`config.mk`:
```
export PLATFORM = sky130hd
export DESIGN_NAME = button_conditioner
export DESIGN_NICKNAME = d
export VERILOG_FILES = /design/src/rtl/button_conditioner.sv
export SDC_FILE = /design/constraint.sdc
export NUM_CORES = 1
export LEC_CHECK = 0
export ABC_AREA = 1
export BUFFER_PORTS_ARGS = -buffer_cell sky130_fd_sc_hd__buf_2
export CORE_ASPECT_RATIO = 0.5
export CORE_MARGIN = 10
export CORE_UTILIZATION = 45
export DETAILED_ROUTE_END_ITERATION = 16
export MAX_ROUTING_LAYER = met4
export PLACE_DENSITY_LB_ADDON = 0.08
export SLEW_MARGIN = 20
export SYNTH_ARGS = -nofsm -noshare
export SYNTH_HDL_FRONTEND = slang
export SYNTH_SLANG_ARGS = --single-unit
```
`constraint.sdc`:
```
create_clock -name clk_in -period 3.4 [get_ports clk_in]
set_input_delay 0.34 -clock clk_in [delete_from_list [all_inputs] [get_ports clk_in]]
set_output_delay 0.34 -clock clk_in [all_outputs]
set_load 0.005 [all_outputs]
```
`src/rtl/button_conditioner.sv`:
```
// Multi-channel button synchroniser, debouncer and edge/auto-repeat pulse generator; outputs move on edge STABLE_CYCLES+3 after a level change.
// Auto-repeat exists only when BUTTON_AUTOREPEAT_EN is defined; otherwise repeat_mask_in is ignored.
module button_conditioner #(
    parameter int NUM_CH        = 5,
    parameter int STABLE_CYCLES = 1000000,
    parameter int REPEAT_DELAY  = 12500000,
    parameter int REPEAT_PERIOD = 2500000
) (
    input  logic              clk_in,
    input  logic              rst_n_in,
    input  logic [NUM_CH-1:0] noisy_in,
    input  logic [NUM_CH-1:0] repeat_mask_in,
    output logic [NUM_CH-1:0] clean_out,
    output logic [NUM_CH-1:0] press_out,
    output logic [NUM_CH-1:0] release_out
);

    localparam int               CNT_W    = $clog2(STABLE_CYCLES + 1);
    localparam logic [CNT_W-1:0] CNT_LAST = CNT_W'(STABLE_CYCLES - 1);

    logic [NUM_CH-1:0] sync1_q, sync1_d;
    logic [NUM_CH-1:0] sync2_q, sync2_d;
    logic [NUM_CH-1:0] cand_q, cand_d;
    logic [CNT_W-1:0]  cnt_q [NUM_CH];
    logic [CNT_W-1:0]  cnt_d [NUM_CH];
    logic [NUM_CH-1:0] clean_q, clean_d;
    logic [NUM_CH-1:0] press_q, press_d;
    logic [NUM_CH-1:0] release_q, release_d;
    logic [NUM_CH-1:0] rise, fall;

    // cnt saturates at CNT_LAST once a level is accepted, so clean simply re-loads cand.
    always_comb begin
        sync1_d = noisy_in;
        sync2_d = sync1_q;
        cand_d  = cand_q;
        cnt_d   = cnt_q;
        clean_d = clean_q;
        for (int ch = 0; ch < NUM_CH; ch++) begin
            if (sync2_q[ch] != cand_q[ch]) begin
                cand_d[ch] = sync2_q[ch];
                cnt_d[ch]  = '0;
            end else if (cnt_q[ch] == CNT_LAST) begin
                clean_d[ch] = cand_q[ch];
            end else begin
                cnt_d[ch] = cnt_q[ch] + CNT_W'(1);
            end
        end
        rise      = clean_d & ~clean_q;
        fall      = ~clean_d & clean_q;
        release_d = fall;
    end

`ifdef BUTTON_AUTOREPEAT_EN
    localparam int RPT_MAX = (REPEAT_DELAY > REPEAT_PERIOD) ? REPEAT_DELAY : REPEAT_PERIOD;
    localparam int RPT_W   = $clog2(RPT_MAX + 1);
    localparam logic [RPT_W-1:0] RPT_DLY_LAST = RPT_W'(REPEAT_DELAY - 1);
    localparam logic [RPT_W-1:0] RPT_PER_LAST = RPT_W'(REPEAT_PERIOD - 1);

    localparam logic [1:0] ST_IDLE   = 2'd0;
    localparam logic [1:0] ST_DELAY  = 2'd1;
    localparam logic [1:0] ST_REPEAT = 2'd2;
    localparam logic [1:0] ST_HOLD   = 2'd3;

    logic [1:0]        state_q [NUM_CH];
    logic [1:0]        state_d [NUM_CH];
    logic [RPT_W-1:0]  rpt_q   [NUM_CH];
    logic [RPT_W-1:0]  rpt_d   [NUM_CH];
    logic [NUM_CH-1:0] rpt_fire;

    // A release wins over everything, so a coincident repeat expiry is dropped.
    always_comb begin
        state_d  = state_q;
        rpt_d    = rpt_q;
        rpt_fire = '0;
        for (int ch = 0; ch < NUM_CH; ch++) begin
            if (fall[ch]) begin
                state_d[ch] = ST_IDLE;
            end else begin
                case (state_q[ch])
                    ST_IDLE: begin
                        if (rise[ch]) begin
                            state_d[ch] = repeat_mask_in[ch] ? ST_DELAY : ST_HOLD;
                            rpt_d[ch]   = '0;
                        end
                    end
                    ST_DELAY: begin
                        if (!repeat_mask_in[ch]) begin
                            state_d[ch] = ST_HOLD;
                        end else if (rpt_q[ch] == RPT_DLY_LAST) begin
                            rpt_fire[ch] = 1'b1;
                            rpt_d[ch]    = '0;
                            state_d[ch]  = ST_REPEAT;
                        end else begin
                            rpt_d[ch] = rpt_q[ch] + RPT_W'(1);
                        end
                    end
                    ST_REPEAT: begin
                        if (!repeat_mask_in[ch]) begin
                            state_d[ch] = ST_HOLD;
                        end else if (rpt_q[ch] == RPT_PER_LAST) begin
                            rpt_fire[ch] = 1'b1;
                            rpt_d[ch]    = '0;
                        end else begin
                            rpt_d[ch] = rpt_q[ch] + RPT_W'(1);
                        end
                    end
                    ST_HOLD: begin
                        state_d[ch] = ST_HOLD;
                    end
                    default: begin
                        state_d[ch] = ST_IDLE;
                    end
                endcase
            end
        end
        press_d = rise | rpt_fire;
    end

    always_ff @(posedge clk_in or negedge rst_n_in) begin
        if (!rst_n_in) begin
            for (int ch = 0; ch < NUM_CH; ch++) begin
                state_q[ch] <= ST_IDLE;
                rpt_q[ch]   <= '0;
            end
        end else begin
            state_q <= state_d;
            rpt_q   <= rpt_d;
        end
    end
`else
    logic unused_repeat;
    assign unused_repeat = (^repeat_mask_in) ^ (REPEAT_DELAY == REPEAT_PERIOD);

    always_comb begin
        press_d = rise;
    end
`endif

    always_ff @(posedge clk_in or negedge rst_n_in) begin
        if (!rst_n_in) begin
            sync1_q   <= '0;
            sync2_q   <= '0;
            cand_q    <= '0;
            clean_q   <= '0;
            press_q   <= '0;
            release_q <= '0;
            for (int ch = 0; ch < NUM_CH; ch++) begin
                cnt_q[ch] <= '0;
            end
        end else begin
            sync1_q   <= sync1_d;
            sync2_q   <= sync2_d;
            cand_q    <= cand_d;
            cnt_q     <= cnt_d;
            clean_q   <= clean_d;
            press_q   <= press_d;
            release_q <= release_d;
        end
    end

    assign clean_out   = clean_q;
    assign press_out   = press_q;
    assign release_out = release_q;

endmodule

```
Word level (Yosys, flattened, before mapping):

Index checks and enable logic that the tools add are counted.

* add/sub/neg operators: 5
* eq/ne operators: 15
* bitwise operators: 4
* multiplexer cells: 20

Operator list (number)
* $mux 20: 10
* $add 20x1->20 const B: 5
* $eq 20x20->1 const B: 5
* $and 5x5->5: 2
* $mux 1: 10
* $ne 2x2->1 const B: 5
* $not 5->5: 2
* $ne 1x1->1: 5

* logic and storage cells: 59
* register bits after elaboration: 130
* input port bits: 12
* output and inout bits: 15

Depth between registers and ports, before layout:

Gate-level depths: netlist (run 1).

* depth in word-level cells: 5
* gate-level depth with buffers: 9
* mapped depth without buffers: 9

Least setup slack after synthesis (run 1):

Ideal clock, no wire load.

* path kind: register -> register
* from: reg cnt_q[40] (netlist name)
* to: reg cnt_q[46] (netlist name)
* setup time: 113 ps
* path slack: 1976 ps
* stages on the path, launching flop included: 9
* arrival: 1311 ps
* path buffers: 0
* data required time: 3287 ps
* period minus slack after synthesis: 1424 ps
* cells stage by stage: dfrtp_1 ha_1 nand2_2 nor2_8 nand3_2 nor2_4 nand3_2 nand2_1 inv_1

* cells in the longest elaborated chain, start to end: 3
* elaborated cells between the ends (all ways): 5
* those cells by class: 1 x add/sub; 2 x eq/ne; 2 x mux

Ends and longest elaborated chain
* from (decl): line 24 `logic [CNT_W-1:0] cnt_q [NUM_CH];`
* from (signal assigned): line 154 `cnt_q <= cnt_d;`
* $add 20x1->20: line 45 `cnt_d[ch] = cnt_q[ch] + CNT_W'(1);`
* $mux 20: line 42 `end else if (cnt_q[ch] == CNT_LAST) begin`
* $mux 20: line 39 `if (sync2_q[ch] != cand_q[ch]) begin`

Several ways; a longest one is shown, not always the timed one. The select of a mux whose other input is x is not followed.
A chain may end at the register's enable or synchronous reset.

Worst setup path in the final report (run 1):

* from: reg cnt_q[40] (netlist name)
* to: reg clean_q[2], in the netlist clean_out[2]

* cells in the longest elaborated chain, start to end: 3

Ends and longest elaborated chain
* $eq 20x20->1: line 42
* $mux 1: line 42
* $mux 1: line 39
* via clean_d[2]: line 26 `logic [NUM_CH-1:0] clean_q, clean_d;`
* to (signal assigned): line 155 `clean_q <= clean_d;`
* to (decl): line 26

The timed path passes the listed nets, and every way through them passes these cells.

==> out/qor.txt, run 1 <==
VDD IR max: 0.373 mV
Antenna-violating nets left: 0
CTS Buf Count: 17
Drt drc: 0
Post-CTS Resized: 0
Layout net count: 1066
Clock root buffer: clkbuf_16
Crit start category: register
Htree depth: 4
Leakage: 0.00384 uW
Avg Cell Area, Syn: 7.12 sq um
Pre-CTS WS: 1.67 ns
Tcrit/Tclk final: 0.520
Final hold violation count: 0
Worst-case clock buffer depth: 2
Routed wire length: 15900 um
Vias in the first global route: 5907
Distinct cells, synth: 31
Dpl cells: 1233
Setup TNS Final: 0 ns
1st-iter DRT viols: 406
Non-Filler Instances: 1266
Max-slew headroom: 0.624
Pwr Density: 439 mW/mm^2
Seq cells post-synth: 130
TritonRoute pass-1 iters: 5
Worst-Margin Slew: 0.564 ns
PortBufs: 21
CP top delay family: simple AND/OR/NAND/NOR gates
Post-layout minimum cycle time: 1.77 ns
Synth Net Count: 1033
Setup crit end kind: register
Syn Inst Count: 1016
Final GP Congestion: 0.901
Critical Path, Cell by Cell: ha_1 -> nand2_2 -> nor2_8 -> nand4_1 -> nor2_1 -> nand2_1 -> nand2_1 -> nand2_1
Via density: 4.85
Largest net degree at the start of global routing: 61
Final core occ: 0.526
Final setup violation count: 0
I/O pin cnt: 27
Clock latency on the worst-skew pair: 0.43 ns
Congestion Overflow GR: 0
First-pass GRT wire length: 28000 um
Max Transition Viols Final: 0
Max Clock Freq: 566 MHz
Crit path arrival time: 2.08 ns
Die outline width: 199 um
Number of buffers and inverters on the critical path: 0
CP max stage delay: 0.43 ns
Most frequent CP cell: nand2_1
Max-Cap Viols: 0
WL/cell: 12.6 um
Via count: 6146
Rows: 32
Die height: 110 um
Worst-path clk slew: 0.06 ns
Kind of critical path: register to register
Hold Startpoint: noisy_in[0]
CTS tree: built
Share of cells above drive strength 1: 0.111
N_diodes: 0
Synthesized area: 0.00724 sq mm
CTS sink cnt: 130
FF-to-FF Start: cnt_q[40]$_DFFE_PN0P_
Area growth, synth to finish: 13.1%
Crit. Startpoint: cnt_q[40]$_DFFE_PN0P_
Clk_skew: 0.0153 ns
Hold Crit Class: input pin to register
CP Max Fanout: 9
Initial Util: 0.465
Core region area: 0.0156 sq mm
CP required: 3.71 ns
Antenna violations before repair: 0
Total GRT Usage: 0.162
Final WS setup: 1.63 ns
Detailed Place HPWL: 11300 um
Seq/Total Area, Yosys: 0.449
Worst path slowest cell: dfrtp_1
RSZ-0062 raised after global routing: false
Die area: 0.0219 sq mm
YS warnings: 0
Status: completed
cells in the mapped netlist (all sizes together):
cell type	count	area [sq um]
nor3b	3	27.5
ha	5	62.6
a31oi	1	6.26
clkbuf	7	26.3
xor2	16	140
a22oi	1	7.51
o21bai	1	7.51
nand4	24	150
nand3	84	455
xnor2	5	43.8
nand3b	1	7.51
a21o	1	7.51
o21ai	15	75.1
dfrtp	130	3250
nor3	16	80.1
buf	6	30.0
inv	114	428
or2	17	106
nand2	312	1190
nor2	237	1020
a21oi	16	80.1
o21a	3	22.5
a21boi	1	7.51
sequential cells by signal (all words and copies together), names as in the netlist:
| register | cells |
|---|---|
| sync1_q | 5 |
| release_out | 5 |
| clean_out | 5 |
| cnt_q | 100 |
| sync2_q | 5 |
| press_out | 5 |
| cand_q | 5 |
cell type report:
| cell class | instances | area [sq um] |
|---|---|---|
| tap | 204 | 255 |
| inverter | 114 | 428 |
| fill | 1551 | 7390 |
| sequential | 130 | 3250 |
| clock buffer | 18 | 439 |
| clock inverter | 14 | 153 |
| multi-input combinational | 759 | 3500 |
| timing repair buffer | 27 | 159 |
per-stage QoR:
step / hold slack, ns / instance area, sq um / total power (uW)
after floorplan: 0.0444 / 7240 / 1700
after global placement: 0.332 / 7590 / 1760
after CTS: 0.00421 / 8190 / 3640
after global routing: 0.00579 / 8190 / 3740
after detailed placement: 0.338 / 7590 / 1770
final: 0.0214 / 8190 / 3600
worst paths after layout:
| path | endpoint | slack [ns] | cells past startpoint |
|---|---|---|---|
| hold reg to reg | sync2_q[2]$_DFF_PN0_ | 0.35 | 0 |
| setup / recovery | clean_out[2]$_DFF_PN0_ | 1.63 | 8 |
| max in group asynchronous | cnt_q[46]$_DFFE_PN0P_ | 2.17 | 3 |
| min in group asynchronous | cnt_q[13]$_DFFE_PN0P_ | 0.46 | 2 |
| setup reg to reg | clean_out[2]$_DFF_PN0_ | 1.63 | 8 |
| hold / removal | sync1_q[0]$_DFF_PN0_ | 0.02 | 1 |
kinds of logic after synthesis:
kind of cell,Yosys count,synth area share
flops,130,0.449
buf+inv,127,0.0669
simple gates,694,0.420
fa+ha+maj,5,0.00864
xor+xnor,21,0.0254
compound gates,39,0.0296
cells in the final DEF, fill, tap and decap left out, types with 3 or more instances in the layout:
master,count
inv_2,5
inv_6,3
buf_4,5
nor2_1,214
ha_1,5
nor3_1,16
buf_2,20
dfrtp_1,130
clkbuf_16,17
inv_1,109
nand2_2,7
xnor2_1,5
nand2_1,305
or2_2,17
o21ai_0,13
o21a_1,3
clkinv_2,3
xor2_1,16
nor2_2,11
nand3_2,7
nand4_1,24
clkinvlp_4,3
a21oi_1,16
nand3_1,77
nor2_4,10
timing repair:
action	4_1_cts	5_1_grt
buffers inserted	0	0
hold endpoints to repair	57	0
setup endpoints to repair	0	0
hold buffers	1	0
power breakdown:
group	switching, uW	leakage [uW]	internal (uW)
sequential	23.5	0.00177	1570
combinational	103	0.00179	35.5
clock	756	0.000285	1110
total	882	0.00384	2720
layer usage:
metal,GRT usage,vias to the layer above,wire [um]
met1,0.207,2821,8050
li1,-,3225,-
met4,0.0456,0,147
met3,0.0351,15,586
met2,0.256,85,7100
met5,-,-,0
Note: power is estimated with default switching activity, not from simulation.
==> inputs of run 2 (changes only) <==
clock period = 1.6 ns   (was 3.4 ns; I/O delays follow)
==> out/qor.txt, run 2 (same netlist as run 1, synthesis figures left out) <==
Status: completed
Max Transition Viols Final: 0 (unchanged)
Worst-path clk slew: 0.06 ns (about the same)
Die area: 0.0219 sq mm (unchanged)
CP top delay family: simple AND/OR/NAND/NOR gates
RSZ-0062 raised after global routing: true
Vias in the first global route: 5994 (+1.5%)
CP Max Fanout: 8 (-1)
I/O pin cnt: 27 (unchanged)
Max Clock Freq: 651 MHz (+15%)
Core region area: 0.0156 sq mm (unchanged)
Max-Cap Viols: 0 (unchanged)
CTS sink cnt: 130 (unchanged)
Post-layout minimum cycle time: 1.54 ns (-0.230 ns)
Clock latency on the worst-skew pair: 0.42 ns (about the same)
Leakage: 0.00394 uW (+2.5%)
Max-slew headroom: 0.643 (+0.0197)
N_diodes: 0 (unchanged)
Switching Share: 0.229 (-0.0163)
Initial Util: 0.465 (unchanged)
Worst-case clock buffer depth: 2 (unchanged)
Setup crit end kind: register
Area growth, synth to finish: 16.7%
Dpl cells: 1241 (+0.65%)
Critical Path, Cell by Cell: ha_2 -> nand2_2 -> nor2_4 -> nand3_2 -> nor2_4 -> nand3_4 -> nand2_2 -> inv_2
TritonRoute pass-1 iters: 5 (unchanged)
Register share of total power: 0.449 (+0.006)
CTS tree: built
Antenna violations before repair: 0 (unchanged)
Non-Filler Instances: 1284 (+1.4%)
Crit path arrival time: 1.85 ns (-0.23 ns)
First-pass GRT wire length: 27800 um (-0.67%)
Routed wire length: 16000 um (+0.47%)
Largest register FFs: 100 (unchanged)
Antenna-violating nets left: 0 (unchanged)
Psw: 1730 uW (+96%)
Total GRT Usage: 0.160 (-0.00233)
Htree depth: 4 (unchanged)
Die outline width: 199 um (unchanged)
Tcrit/Tclk final: 0.960 (+0.441)
Most flop-heavy register: cnt_q
CP required: 1.91 ns (-1.80 ns)
Final Power: 7550 uW (+110%)
WL/cell: 12.4 um (-0.94%)
Drt drc: 0 (unchanged)
Number of buffers and inverters on the critical path: 1 (+1)
Kind of critical path: register to register
Clock root buffer: clkbuf_16
Logic pwr share: 0.048 (+0.009)
Worst-Margin Slew: 0.534 ns (-0.0301 ns)
Die height: 110 um (unchanged)
PortBufs: 21 (unchanged)
VDD IR max: 0.704 mV (+89%)
Via count: 6285 (+2.3%)
Hold Crit Class: input pin to asynchronous set/reset pin
Filler cell count: 1476 (-4.8%)
Final hold violation count: 0 (unchanged)
Internal power: 5820 uW (+110%)
CP max stage delay: 0.38 ns (-0.05 ns)
Largest net degree at the start of global routing: 42 (-31%)
1st-iter DRT viols: 409 (+0.74%)
Final setup violation count: 0 (unchanged)
CTS Buf Count: 17 (unchanged)
Worst path slowest cell: dfrtp_1
Commonest non-fill, non-tap cell in the layout: nand2_1
Detailed Place HPWL: 11500 um (+1.1%)
Crit start category: register
Congestion Overflow GR: 0 (unchanged)
Share of cells above drive strength 1: 0.135 (+0.0241)
Setup TNS Final: 0 ns (unchanged)
Most frequent cells in the layout: nand2_1, nor2_1, dfrtp_1
Via density: 4.89 (+0.83%)
Pwr Density: 893 mW/mm^2 (+100%)
Clock Power Share: 0.503 (-0.015)
Final GP Congestion: 0.894 (-0.75%)
Clk_skew: 0.00796 ns (-0.00738 ns)
Rows: 32 (unchanged)
Layout net count: 1086 (+1.9%)
==> run 2: cell count changes in the layout (fill, tap and decap cells not counted), moves of 4 or more <==
cell	before	now
buf_4	5	16
dlygate4sd3_1	1	6
nand2_1	305	301
nor2_2	11	15
nor2_1	214	208
==> run 2: power by group through the flow <==
stage / clock [uW] / combinational (uW) / sequential [uW]
3_5_place_dp: 0 / 342 / 3440
4_1_cts: 3880 / 355 / 3380
3_3_place_gp: 0 / 338 / 3440
6_report: 3790 / 366 / 3390
5_1_grt: 4030 / 424 / 3390
2_1_floorplan: 0 / 174 / 3440
==> run 2: routing by layer <==
layer | global-route usage | share of wire | wire [um] | up-vias
met2 | 0.252 | 0.45 | 7250 | 83
met3 | 0.0357 | 0.037 | 590 | 15
met5 | - | 0 | 0 | -
met4 | 0.0386 | 0.0075 | 119 | 0
met1 | 0.206 | 0.50 | 8010 | 2915
li1 | - | - | - | 3272
==> run 2: layout make-up <==
type                       instances  area (sq um)  share of cell area
multi-input combinational        760          3590               0.425
sequential                       130          3250               0.385
clock buffer                      21           460              0.0545
inverter                         114           428              0.0506
timing repair buffer              46           352              0.0416
tap                              204           255              0.0302
clock inverter                     9           109              0.0129
==> run 2: timing repair <==
| item | in CTS | in global routing |
|---|---|---|
| setup endpoints to repair | 0 | 34 |
| resized for setup | 0 | 24 |
| hold buffers | 6 | 0 |
| setup buffers | 0 | 6 |
| hold endpoints to repair | 67 | 0 |
==> run 2: final timing paths <==
check                                       from               endpoint  slack (ns)  depth (start not counted)
hold reg to reg             sync1_q[0]$_DFF_PN0_   sync2_q[0]$_DFF_PN0_        0.35                          0
setup reg to reg           cnt_q[61]$_DFFE_PN0P_  cnt_q[66]$_DFFE_PN0P_        0.06                          8
min in group clk_in         sync1_q[0]$_DFF_PN0_   sync2_q[0]$_DFF_PN0_        0.35                          0
setup / recovery           cnt_q[61]$_DFFE_PN0P_  cnt_q[66]$_DFFE_PN0P_        0.06                          8
max in group asynchronous               rst_n_in  cnt_q[40]$_DFFE_PN0P_        0.84                          3
hold / removal                          rst_n_in   cnt_q[1]$_DFFE_PN0P_        0.22                          2
==> run 2: worst reg2reg max path, stage by stage (launching register included) <==
cell	delay [ns]
dfrtp_1	0.38
ha_2	0.22
nand2_2	0.08
nor2_4	0.24
nand3_2	0.14
nor2_4	0.15
nand3_4	0.11
nand2_2	0.10
inv_2	0.03
==> run 2: through the flow <==
| stage | util | hold WS, ns | setup WS (ns) | instance area (sq um) |
|---|---|---|---|---|
| 2_1_floorplan | - | -0.136 | 0.176 | 7240 |
| 3_3_place_gp | 0.493 | 0.0935 | 0.0884 | 7680 |
| 3_5_place_dp | 0.493 | 0.0928 | 0.0491 | 7680 |
| 4_1_cts | 0.534 | 0.226 | 0.0473 | 8310 |
| 5_1_grt | 0.542 | 0.249 | -0.0127 | 8450 |
| 6_report | 0.542 | 0.221 | 0.0637 | 8450 |
==> inputs of run 3 (changes only) <==
BUFFER_PORTS_ARGS = not set   (was -buffer_cell sky130_fd_sc_hd__buf_2)
DONT_BUFFER_PORTS = 1   (was not set)
==> out/qor.txt, run 3 (same netlist as run 1, synthesis figures left out) <==
Crit start category: register
Core region area: 0.0156 sq mm (unchanged)
CTS tree: built
Most flop-heavy register: cnt_q
CTS Buf Count: 17 (unchanged)
Via density: 4.94 (+0.85%)
Total GRT Usage: 0.157 (-0.00219)
Layout net count: 1058 (-2.6%)
Internal power: 6410 uW (+10%)
Clock root buffer: clkbuf_16
Tcrit/Tclk final: 0.947 (-0.0131)
RSZ-0062 raised after global routing: true
Leakage: 0.00383 uW (-2.7%)
Setup crit end kind: register
Commonest non-fill, non-tap cell in the layout: nand2_1
Final hold violation count: 130 (+130)
Hold Buf Count CTS: 5 (-1)
Max Transition Viols Final: 0 (unchanged)
Post-layout minimum cycle time: 1.52 ns (-0.0209 ns)
Fin Hold WS: -0.575 ns (-0.796 ns)
First-pass GRT wire length: 27300 um (-1.9%)
Routed wire length: 15800 um (-1.1%)
Final GP Congestion: 0.895 (+0.11%)
Die height: 110 um (unchanged)
Detailed Place HPWL: 11000 um (-3.8%)
Share of cells above drive strength 1: 0.111 (-0.0241)
Congestion Overflow GR: 0 (unchanged)
I/O pin cnt: 27 (unchanged)
Dpl cells: 1216 (-2.0%)
Max-Cap Viols: 0 (unchanged)
CTS sink cnt: 130 (unchanged)
N_diodes: 0 (unchanged)
Worst path slowest cell: dfrtp_1
Vias in the first global route: 5804 (-3.2%)
CP Max Fanout: 8 (unchanged)
Antenna-violating nets left: 0 (unchanged)
Rows: 32 (unchanged)
CP max stage delay: 0.43 ns (+0.05 ns)
Clock Power Share: 0.550 (+0.047)
Violated checks: hold timing
Area growth, synth to finish: 15.2%
Final Power: 8180 uW (+8.4%)
Largest register FFs: 100 (unchanged)
Status: complete, but fails checks
Final core occ: 0.536 (-0.00691)
Crit path arrival time: 1.84 ns (about the same)
Non-Filler Instances: 1257 (-2.1%)
Filler cell count: 1487 (+0.75%)
Clk_skew: 0.0110 ns (+0.00309 ns)
Kind of critical path: register to register
Die outline width: 199 um (unchanged)
Max-slew headroom: 0.632 (-0.0111)
Pwr Density: 981 mW/mm^2 (+9.7%)
Register share of total power: 0.415 (-0.034)
Initial Util: 0.465 (unchanged)
Critical Path, Cell by Cell: ha_4 -> nand2_2 -> nor2_4 -> nand3_2 -> nor2_4 -> nand3_4 -> nand2_2 -> inv_1
Antenna violations before repair: 0 (unchanged)
Largest net degree at the start of global routing: 131 (+210%)
TritonRoute pass-1 iters: 5 (unchanged)
PortBufs: 0 (-100%)
Logic pwr share: 0.035 (-0.013)
Final setup violation count: 0 (unchanged)
Most frequent cells in the layout: nand2_1, nor2_1, dfrtp_1
Worst reg2reg setup slack: 0.08 ns (+0.02 ns)
Hold Crit Class: input pin to asynchronous set/reset pin
Worst-case clock buffer depth: 2 (unchanged)
Worst-path clk slew: 0.06 ns (about the same)
Number of buffers and inverters on the critical path: 1 (unchanged)
Max Clock Freq: 660 MHz (+1.4%)
Worst-Margin Slew: 0.551 ns (+0.0166 ns)
Die area: 0.0219 sq mm (unchanged)
Clock latency on the worst-skew pair: 0.43 ns (about the same)
Via count: 6205 (-1.3%)
WL/cell: 12.6 um (+1.0%)
CP required: 1.92 ns (about the same)
CP top delay family: simple AND/OR/NAND/NOR gates
Drt drc: 0 (unchanged)
Psw: 1770 uW (+2.2%)
VDD IR max: 0.783 mV (+11%)
Htree depth: 4 (unchanged)
1st-iter DRT viols: 417 (+2.0%)
Switching Share: 0.216 (-0.0129)
run 3: layout make-up:
type | instances | area, sq um | share of cell area
clock buffers | 18 | 439 | 0.0526
flip-flops and latches | 130 | 3250 | 0.390
repair buffers | 19 | 155 | 0.0186
well taps | 204 | 255 | 0.0306
multi-input cells | 759 | 3580 | 0.429
inverters | 114 | 428 | 0.0513
clock inverters | 13 | 233 | 0.0279
run 3: stage by stage:
stage	TNS, ns	hold slack, ns	worst slack [ns]	instance area [sq um]
2_1_floorplan	0	-0.136	0.176	7240
3_3_place_gp	0	-0.130	0.0573	7500
3_5_place_dp	0	-0.130	0.0610	7500
4_1_cts	0	-0.582	0.0366	8230
5_1_grt	-0.0667	-0.592	-0.0447	8340
6_report	0	-0.575	0.0846	8340
run 3: power by group through the flow:
stage | combinational, uW | sequential (uW) | clock (uW)
4_1_cts | 258 | 3380 | 4580
5_1_grt | 323 | 3400 | 4750
3_5_place_dp | 247 | 3440 | 0
2_1_floorplan | 174 | 3440 | 0
6_report | 286 | 3390 | 4500
3_3_place_gp | 243 | 3440 | 0
run 3: path summary, 6_finish.rpt:
path	startpoint	to	cells past startpoint
worst max-delay path	cnt_q[60]$_DFFE_PN0P_	cnt_q[66]$_DFFE_PN0P_	8
min in group clk_in	noisy_in[3]	sync1_q[3]$_DFF_PN0_	1
worst min-delay path	rst_n_in	cnt_q[10]$_DFFE_PN0P_	0
worst min register to register	sync1_q[3]$_DFF_PN0_	sync2_q[3]$_DFF_PN0_	0
max in group asynchronous	rst_n_in	cnt_q[69]$_DFFE_PN0P_	0
worst max register to register	cnt_q[60]$_DFFE_PN0P_	cnt_q[66]$_DFFE_PN0P_	8
run 3: timing repair:
item / CTS / global route
gates resized for setup: 0 / 18
endpoints found under the setup margin: 0 / 38
endpoints found under the hold margin: 135 / 130
setup buffers: 0 / 5
run 3: metal layers:
| metal | routed length [um] | share of wire | up-vias | global-route usage |
|---|---|---|---|---|
| li1 | - | - | 3212 | - |
| met1 | 7940 | 0.50 | 2867 | 0.204 |
| met2 | 7000 | 0.44 | 95 | 0.237 |
| met3 | 604 | 0.038 | 31 | 0.0427 |
| met4 | 243 | 0.015 | 0 | 0.0467 |
| met5 | 0 | 0 | - | - |
